[src/rtl/neighbor_window.sv]
// Streaming 3x3 neighbourhood extractor for a raster-scanned binary grid.
// Emits each cell with its eight neighbours; cells off the grid read as 0.
module neighbor_window #(
    parameter int WIDTH  = 8,
    parameter int HEIGHT = 8
) (
    input  logic                      clk,
    input  logic                      rst_n,
    input  logic                      in_cell,
    input  logic                      in_valid,
    output logic                      in_ready,
    output logic                      n,
    output logic                      ne,
    output logic                      e,
    output logic                      se,
    output logic                      s,
    output logic                      sw,
    output logic                      w,
    output logic                      nw,
    output logic                      center,
    output logic [$clog2(WIDTH)-1:0]  out_x,
    output logic [$clog2(HEIGHT)-1:0] out_y,
    output logic                      out_last,
    output logic                      out_valid,
    input  logic                      out_ready
);

    localparam int XW    = $clog2(WIDTH);
    localparam int YW    = $clog2(HEIGHT);
    localparam int LAG_I = WIDTH + 2;
    localparam int PW    = $clog2(LAG_I + 1);
    localparam int SL    = 2 * WIDTH + 3;

    localparam logic [PW-1:0] LAG  = PW'(LAG_I);
    localparam logic [PW-1:0] ONE  = PW'(1);
    localparam logic [XW-1:0] XMAX = XW'(WIDTH - 1);
    localparam logic [YW-1:0] YMAX = YW'(HEIGHT - 1);

    // Window taps: bit 0 is the newest cell, i.e. the SE neighbour.
    localparam int T_SE = 0;
    localparam int T_S  = 1;
    localparam int T_SW = 2;
    localparam int T_E  = WIDTH;
    localparam int T_C  = WIDTH + 1;
    localparam int T_W  = WIDTH + 2;
    localparam int T_NE = 2 * WIDTH;
    localparam int T_N  = 2 * WIDTH + 1;
    localparam int T_NW = 2 * WIDTH + 2;

    typedef enum logic [1:0] {
        FILL,
        STREAM,
        FLUSH
    } state_t;

    state_t          state_q;
    state_t          state_d;
    logic            run_q;
    logic [PW-1:0]   pend_q;
    logic [PW-1:0]   pend_d;
    logic [SL-1:0]   win_q;
    logic [SL-1:0]   win_d;
    logic [XW-1:0]   ix_q;
    logic [YW-1:0]   iy_q;
    logic [XW-1:0]   ex_q;
    logic [YW-1:0]   ey_q;

    logic            acc;
    logic            xfer;
    logic            last_in;
    logic            load;
    logic            shift;
    logic            shift_bit;
    logic            frame_done;
    logic            top;
    logic            bot;
    logic            lft;
    logic            rgt;

    assign in_ready = run_q && (state_q != FLUSH) &&
                      ((pend_q < LAG) ||
                       ((pend_q == LAG) && out_valid && out_ready));

    assign acc       = in_valid && in_ready;
    assign xfer      = out_valid && out_ready;
    assign last_in   = (ix_q == XMAX) && (iy_q == YMAX);
    assign shift_bit = acc & in_cell;

    always_comb begin
        state_d    = state_q;
        pend_d     = pend_q + PW'(acc) - PW'(xfer);
        load       = 1'b0;
        shift      = 1'b0;
        frame_done = 1'b0;
        unique case (state_q)
            FILL: begin
                shift = acc;
                if (acc && pend_d == LAG) begin
                    load    = 1'b1;
                    state_d = STREAM;
                end
            end
            STREAM: begin
                shift = acc;
                if (acc && pend_d == LAG)
                    load = 1'b1;
                if (acc && last_in)
                    state_d = FLUSH;
            end
            FLUSH: begin
                // Past the last input, zeros stand in for the missing cells.
                if (xfer && pend_q > ONE) begin
                    shift = 1'b1;
                    load  = 1'b1;
                end
                if (xfer && out_last) begin
                    state_d    = FILL;
                    pend_d     = '0;
                    frame_done = 1'b1;
                end
            end
            default: state_d = FILL;
        endcase
    end

    assign win_d = shift ? {win_q[SL-2:0], shift_bit} : win_q;

    assign top = (ey_q == '0);
    assign bot = (ey_q == YMAX);
    assign lft = (ex_q == '0);
    assign rgt = (ex_q == XMAX);

    always_ff @(posedge clk) begin
        win_q <= win_d;
    end

    always_ff @(posedge clk or negedge rst_n) begin
        if (!rst_n) begin
            state_q <= FILL;
            run_q   <= 1'b0;
            pend_q  <= '0;
        end else begin
            state_q <= state_d;
            run_q   <= 1'b1;
            pend_q  <= pend_d;
        end
    end

    always_ff @(posedge clk or negedge rst_n) begin
        if (!rst_n) begin
            ix_q <= '0;
            iy_q <= '0;
        end else if (frame_done) begin
            ix_q <= '0;
            iy_q <= '0;
        end else if (acc) begin
            if (ix_q == XMAX) begin
                ix_q <= '0;
                iy_q <= (iy_q == YMAX) ? '0 : iy_q + 1'b1;
            end else begin
                ix_q <= ix_q + 1'b1;
            end
        end
    end

    always_ff @(posedge clk or negedge rst_n) begin
        if (!rst_n) begin
            ex_q <= '0;
            ey_q <= '0;
        end else if (frame_done) begin
            ex_q <= '0;
            ey_q <= '0;
        end else if (load) begin
            if (ex_q == XMAX) begin
                ex_q <= '0;
                ey_q <= (ey_q == YMAX) ? '0 : ey_q + 1'b1;
            end else begin
                ex_q <= ex_q + 1'b1;
            end
        end
    end

    always_ff @(posedge clk or negedge rst_n) begin
        if (!rst_n) begin
            out_valid <= 1'b0;
            n         <= 1'b0;
            ne        <= 1'b0;
            e         <= 1'b0;
            se        <= 1'b0;
            s         <= 1'b0;
            sw        <= 1'b0;
            w         <= 1'b0;
            nw        <= 1'b0;
            center    <= 1'b0;
            out_x     <= '0;
            out_y     <= '0;
            out_last  <= 1'b0;
        end else if (load) begin
            // Off-grid neighbours are masked by position, not by buffer data.
            out_valid <= 1'b1;
            n         <= win_d[T_N]  & ~top;
            ne        <= win_d[T_NE] & ~top & ~rgt;
            e         <= win_d[T_E]  & ~rgt;
            se        <= win_d[T_SE] & ~bot & ~rgt;
            s         <= win_d[T_S]  & ~bot;
            sw        <= win_d[T_SW] & ~bot & ~lft;
            w         <= win_d[T_W]  & ~lft;
            nw        <= win_d[T_NW] & ~top & ~lft;
            center    <= win_d[T_C];
            out_x     <= ex_q;
            out_y     <= ey_q;
            out_last  <= rgt && bot;
        end else if (xfer) begin
            out_valid <= 1'b0;
        end
    end

endmodule

[config.mk]
export PLATFORM = sky130hd
export DESIGN_NAME = neighbor_window
export DESIGN_NICKNAME = d
export VERILOG_FILES = /design/src/rtl/neighbor_window.sv
export SDC_FILE = /design/constraint.sdc
export NUM_CORES = 1
export LEC_CHECK = 0
export CORE_MARGIN = 2
export CORE_UTILIZATION = 45
export CTS_CLUSTER_DIAMETER = 50
export DETAILED_ROUTE_END_ITERATION = 10
export GPL_TIMING_DRIVEN = 0
export SLEW_MARGIN = 20
export SYNTH_ARGS = -nofsm -noshare
export SYNTH_HDL_FRONTEND = slang
export SYNTH_SLANG_ARGS = --single-unit
[constraint.sdc]
create_clock -name clk -period 4.4 [get_ports clk]
set_clock_uncertainty 0.15 [all_clocks]
set_input_delay 1.32 -clock clk [delete_from_list [all_inputs] [get_ports clk]]
set_output_delay 1.32 -clock clk [all_outputs]
set_load 0.05 [all_outputs]
==> summary.md <==
| Metric | Value |
|---|---|
| Longest Clk Path Bufs | 2 |
| Syn_nets | 246 |
| Drt total wl | 5340 um |
| Placed insts | roughly 320 |
| Worst Hold Path EP | win_q[12] |
| Post-route DRC | 0 |
| 1st-pass router iterations | 4 |
| Slowest cell on the critical path | fa_1 |
| Syn Inst Count | 223 |
| GRT Resource Usage Total | 18.7% |
| Mapped cell area | 2610 sq um |
| Commonest cells after routing, fill and taps aside | 36 x dfrtp_1, 19 x clkdlybuf4s50_1, 18 x nand3_1, 15 x ha_1, 14 x inv_1 |
| Leak | 1.47 nW |
| Number of max-cap violations | 0 |
| Final setup margin | 0.141 ns |
| Leading area contributor after synthesis | dfrtp_1 |
| Layout area overhead | 22.1% |
| Final hold slack | about 0.28 ns |
| Final slew viol count | 0 |
| CP Cell Sequence | clkdlybuf4s15_1 -> nand3b_4 -> a2111oi_4 -> and2_4 -> buf_6 -> inv_4 -> ha_4 -> inv_2 -> ha_4 -> fa_1 -> and3b_2 -> buf_4 -> o2111ai_2 -> and3_1 -> a41o_1 |
| Initial DRC count | 99 |
| Synth top area share | 34.5% |
| NumNets Final | 286 |
| Total CTS buffers | 5 |
| Outcome | finished, final reports clean |
| Ys Warns | 0 |
| CP Class | primary input to flip-flop |
| Routed wire per std cell | 15.9 um |
| Overall Power | 2.04 mW |
| Slowest cell delay on critical path | 0.51 ns |
| Worst Path Arrival | 4.32 ns |
| Clk_lat worst skew | approximately 0.31 ns |
| Clock transition at path regs | 0.10 ns |
| Full die area | 6420 sq um |
| Final Hold Viols | 0 |
| Slew margin rel. | approximately three fifths |
| Synth area leaders | dfrtp_1 35%, edfxtp_1 12%, ha_1 8.2%, dfxtp_1 6.9%, nand3_1 3.6% |
| Req. time, crit path | 4.46 ns |
| Flops & latches, synth | 55 |
| Final Non-Filler Cells | 336 |
| CTS tree | built |
| Syn avg cell area | 11.7 sq um |
| Antenna viol nets, final | 0 |
| Peak supply drop | 0.334 mV |
| Sequential cell area fraction in the yosys report | between 50 and 60% |
| EDFF count, synth | 10 |
| Vias | 1849 |
| Bufs and invs on worst path | 5 |
| Starting Density | 47.1% |
| Hold-critical path depth | 0 |
| # port buffers | 22 |
| DP Wirelength | 3640 um |
| Slew @ Worst Pin | 0.591 ns |
| Die W | 80.1 um |
| Antenna Cells | 0 |
| Dpl ws | -0.808 ns |
| CTS Sinks | 55 |
| CP endpoint kind | flip-flop |
| Initial antenna violation count | 0 |
| Core Region | 5540 sq um |
| Hold Path Origin | win_q[11] |
| Total gr overflow | 0 |
| Fmax | 235 MHz |
| Placer Congestion | 0.799 |
| Root Driver | clkbuf_8 |
| Reg2reg path depth | 16 |
| Final Util | 57.5% |
| H-Tree Depth | 2 |
| CP delay by family, top | adder cells |
| Fin area | 3180 sq um |
| Library cells used by synthesis | 45 |
| Max FO, Critical Path | 10 |
| Layout cells sized above 1 | 19.7% |
| Pwr/cell area | 642 nW/um^2 |
| R2r endpoint | ne |
| Reg2reg start | pend_q[2] |
| Setup TNS | 0 ns |
| Final setup viols | 0 |
| CP Launch Type | primary input |
| Placed cell area | 3000 sq um |
| Die Y | 80.1 um |
| Final min period | 4.26 ns |
| Boundary pin count | 23 |
| Commonest non-fill, non-tap cell in the layout | dfrtp_1 |
| Crit path launch | out_ready |
| Post-CTS Hold Fix Bufs | 0 |
| Hold crit path type | flip-flop to flip-flop |
| Dominant synthesized flop cell | dfrtp_1 |
| Cell mode on critical path | ha_4 |
| Largest net degree at the start of global routing | 28 |
| Fin crit share | 96.8% |
| First-pass GRT wire length | 9170 um |
| Number of global-route vias before repair | 1861 |
| Num rows | 27 |
| Vias per std cell | approximately 5.5 |
| R2r setup slk | 0.63 ns |
| FFs w/ async S/R, synth | 65.5% |
## what timing repair did
action                     in CTS  in global routing
setup buffers                   5                  4
setup endpoints to repair      25                 21
gates cloned                    0                  1
pin swaps                       4                  4
gates resized for setup         3                  2
## cell type report
class	instances	area, sq um
Buffer	8	50.0
Clock buffer	5	68.8
Clock inverter	3	25.0
Fill cell	493	2360
Inverter	16	62.6
Multi-Input combinational cell	145	1200
Sequential cell	55	1380
Tap cell	72	90.1
Timing Repair Buffer	32	302
## where the power goes
group	switching [mW]	internal, mW
sequential	0.0869	0.682
combinational	0.563	0.421
clock	0.173	0.116
total	0.823	1.22
## flip-flops by register name (all words and copies together) (netlist names)
register and cells:
iy_q 3, ix_q 3, se 1, ne 1, ex_q 3, out_last 1
nw 1, ey_q 3, n 1, out_x 3, e 1, s 1
pend_q 4, win_q 19, center 1, state_q 2, out_valid 1, w 1
sw 1, out_y 3, run_q 1
## kinds of logic after synthesis
group,share of synthesized area (%)
adders and majority gates,8.93
AOI/OAI and AO/OA,11.4
xor gates and xnor gates,0.336
and+or+nand+nor,15.7
other,0.144
muxes,6.77
buffers and inverters,3.74
DFF,53.0
## worst register-to-register path, cell delays in order, from the launching register on
cell,delay [ns]
dfrtp_1,0.36
inv_1,0.08
ha_1,0.20
and2_1,0.18
a2111oi_4,0.39
and2_4,0.21
buf_6,0.14
inv_4,0.04
ha_4,0.25
inv_2,0.03
ha_4,0.15
fa_1,0.51
and3b_2,0.24
buf_4,0.13
o2111ai_2,0.19
and3_1,0.23
a41o_1,0.20
## worst max path at each step
stage	end	cells after the start
detailed placement	center	14
CTS	center	14
global placement	center	14
floorplan	center	13
global route	out_last	15
finish	ne	15
## cells in the mapped netlist (2+ instances only)
cell type	number
and2_1	5
nand2_1	11
edfxtp_1	10
mux2_4	3
nand2b_1	4
mux2_2	7
nand4_1	7
a31o_1	4
o31ai_1	3
buf_2	3
inv_1	16
a31oi_1	2
dfrtp_1	36
nor2_1	6
a21oi_1	5
and3_1	12
dfxtp_1	9
clkbuf_1	4
a41o_1	3
mux2i_1	3
nand3_1	19
ha_1	17
o21ai_0	11
mux2_1	2
## per-layer routing
metal	vias to the layer above	part of all wire, %	global-route usage (%)
li1	890	-	-
met4	0	0.99	4.58
met1	909	48	25.5
met2	45	46	29.8
met3	5	4.8	4.94
met5	-	0	0
(Power assumes the default switching activity.)
==> RTL edit (config.mk and constraints unchanged) <==
The 3 states of `state_t` get a one-hot encoding in 3 bits.
--- a/src/rtl/neighbor_window.sv
+++ b/src/rtl/neighbor_window.sv
@@ -48,8 +48,8 @@
     localparam int T_NW = 2 * WIDTH + 2;
 
-    typedef enum logic [1:0] {
-        FILL,
-        STREAM,
-        FLUSH
+    typedef enum logic [2:0] {
+        FILL   = 3'b001,
+        STREAM = 3'b010,
+        FLUSH  = 3'b100
     } state_t;
 
Formal check against the unedited RTL: same outputs for any inputs over 10 cycles, from zero or initial values and one cycle with rst_n low; not proved beyond that.
==> RTL edit against the original RTL <==
Clock power grew 7.9%; wire length grew 5.8%; total power grew 2.3%; critical path depth shrank 9; die area grew 1.8%; synthesized area grew 1.9%; worst setup slack lost 40 ps; hold slack gained 5.1 ps; sequential cell count is the same; sequential share of layout area shrank 1.6 points; cell area grew 4.3%; highest routed layer unchanged.
==> RTL edit: results (changes against the original RTL) <==
Clocking
  • Clock Tree Buf Depth: 2 (unchanged)
  • Clk_lat worst skew: 330 ps (was 310 ps)
  • Clock-pin slew on the worst setup and hold paths: 120 ps (was 100 ps)
  • TritonCTS Buffers: 5 (unchanged)
  • Root buf cell: clkbuf_8 (unchanged)
  • H-tree Lvls: 2 (unchanged)

Synthesis
  • Register area share after synthesis: 0.5221 (was 0.5298)
  • Synth unique cells: 45 (unchanged)
  • Post-synth net total: 250 (was 246)
  • Post-synth top cells: dfrtp_1, ha_1, mux2_2, nand2_1, nand3_1 (was dfrtp_1, nand3_1, ha_1)
  • Ys async rst share: 0.6727 (was 0.6545)
  • Synth area leaders: dfrtp_1, edfxtp_1, ha_1 (unchanged)
  • EDFF count, synth: 10 (unchanged)
  • Synth warn: 0 (unchanged)

Critical path
  • Worst endpoint data arrival time: 2830 ps (was 4320 ps)
  • Crit path from: out_ready (unchanged)
  • Crit. End Element: primary output (was flop)
  • Critical Path Max Stage Delay: about 520 ps
  • Worst r2r src: pend_q[2] (unchanged)
  • Reg-to-reg setup timing slack: 470 ps (was 630 ps)
  • CP endpoint: in_ready (was ne)
  • Critical-path top delay cell: dlygate4sd2_1 (was fa_1)
  • Worst reg2reg path depth: 22 (was 16)
  • Critical register-to-register path endpoint: ix_q[0] (was ne)
  • Worst-path maximum fanout: 4 (was 10)

Drt
  • Drt initial violations: 67 (was 99)
  • Wirelength per Cell: 16.01 µm (was 15.90 µm)
  • Vias: 1,858 (was 1,849)
  • First-pass DRT Iterations: 4 (unchanged)

Place
  • Placed cell area: 3005 µm² (was 2995 µm²)
  • Port-buffer cells: 22 (unchanged)
  • Routability Congestion: 0.7803 (was 0.7987)
  • Final HPWL from detailed placement: 3.781 mm (was 3.644 mm)

Finish
  • Fillcell total: 484 (was 493)
  • Share of cells above drive strength 1: 0.2776 (was 0.1970)
  • Ant diodes: 0 (unchanged)
  • Top Registers: win_q x18, pend_q x4 (was win_q x19, pend_q x4)
  • Nets: 303 (was 286)

Power
  • Max VDD drop: 0.3950 mV (was 0.3342 mV)
  • Leakage: 1.552 nW (was 1.466 nW)

Hold path
  • Worst Hold Class: flop to flop (unchanged)

Global route
  • Initial antenna violation count: 0 (unchanged)
  • Wire length of the first global-routing pass: 9.466 mm (was 9.170 mm)
  • Total GRT Usage: 0.1918 (was 0.1870)
  • Largest net degree at the start of global routing: 22 (was 28)

Run status
  • Outcome: completed (unchanged)

STA
  • Slew @ Worst Pin: 620.5 ps (was 590.6 ps)
## RTL edit: changes by cell type after synthesis, moves of 4 or more
| cell | change |
|---|---|
| a21oi_1 | +4 |
| a31o_1 | -4 |
| and3_1 | -8 |
| mux2_2 | +10 |
| nand2_1 | +6 |
| nand3_1 | -5 |
| nand4_1 | -6 |
| nor2_1 | +4 |
## RTL edit: kinds of logic (layout without fill, tap and decap cells)
logic type | Yosys count | in the layout | synth area share
AO/OA/AOI/OAI | 31 | 31 | 0.08051
XOR/XNOR | 2 | 2 | 0.006593
adder cells (fa/ha/maj) | 18 | 18 | 0.08757
buffers and inverters | 19 | 73 | 0.03107
flip-flops | 55 | 55 | 0.5221
multiplexers | 26 | 26 | 0.1172
other | 1 | 1 | 0.001411
AND/OR/NAND/NOR | 75 | 75 | 0.1535
## RTL edit: area by class of cell
class                      count  area (µm²)  share of cell area
sequential                    55        1388              0.4179
multi-input combinational    153        1246              0.3753
timing repair buffer          46       411.6              0.1240
tap                           72       90.09             0.02713
clock buffer                   5       68.82             0.02072
inverter                      13       48.80             0.01469
clock inverter                 3       33.78             0.01017
buffer                         6       33.78             0.01017
## RTL edit: where the power goes
| group | switching, mW | internal, mW | total (mW) |
|---|---|---|---|
| Sequential | 0.104 | 0.692 | 0.796 |
| Combinational | 0.535 | 0.447 | 0.982 |
| Clock | 0.193 | 0.120 | 0.313 |
| Total | 0.831 | 1.26 | 2.09 |
## RTL edit: how the worst min path moves through the flow
stage / start / to / slack [ps] / depth (start not counted)
3_5_place_dp: win_q[13] / win_q[14] / 260 / 0
2_1_floorplan: win_q[11] / win_q[12] / 250 / 0
4_1_cts: win_q[13] / win_q[14] / 290 / 0
6_report: win_q[13] / win_q[14] / 280 / 0
5_1_grt: win_q[5] / win_q[6] / 300 / 0
3_3_place_gp: win_q[3] / win_q[4] / 250 / 0
## RTL edit: per-layer routing
layer  wire [µm]  track usage  part of all wire
met4         120      0.07797             0.021
met3         157      0.03556             0.028
met5           0            0                 0
met1        2629       0.2406              0.47
met2        2743       0.3264              0.49
## RTL edit: worst max-delay path: cells and delay by family
kind | cells | cell delay [ps]
buffers and inverters | 3 | 810
AO/OA/AOI/OAI | 1 | 300
AND/OR/NAND/NOR | 2 | 380
## RTL edit: through the flow
stage          hold WS [ps]  setup slack [ps]  cells  setup TNS [ps]
3_3_place_gp          253.7            -994.5    321          -20830
5_1_grt               299.8             26.79    353               0
6_report              283.5             100.8    353               0
3_5_place_dp          256.6             -1002    322          -21130
2_1_floorplan         250.3             1.732    227               0
4_1_cts               285.2             2.460    352               0
## RTL edit: repair_timing
action,4_1_cts,5_1_grt
buffers inserted,22,1
resized for setup,10,6
hold buffers,0,0
pin swaps,4,3
setup endpoints to repair,26,23
cloned,0,0
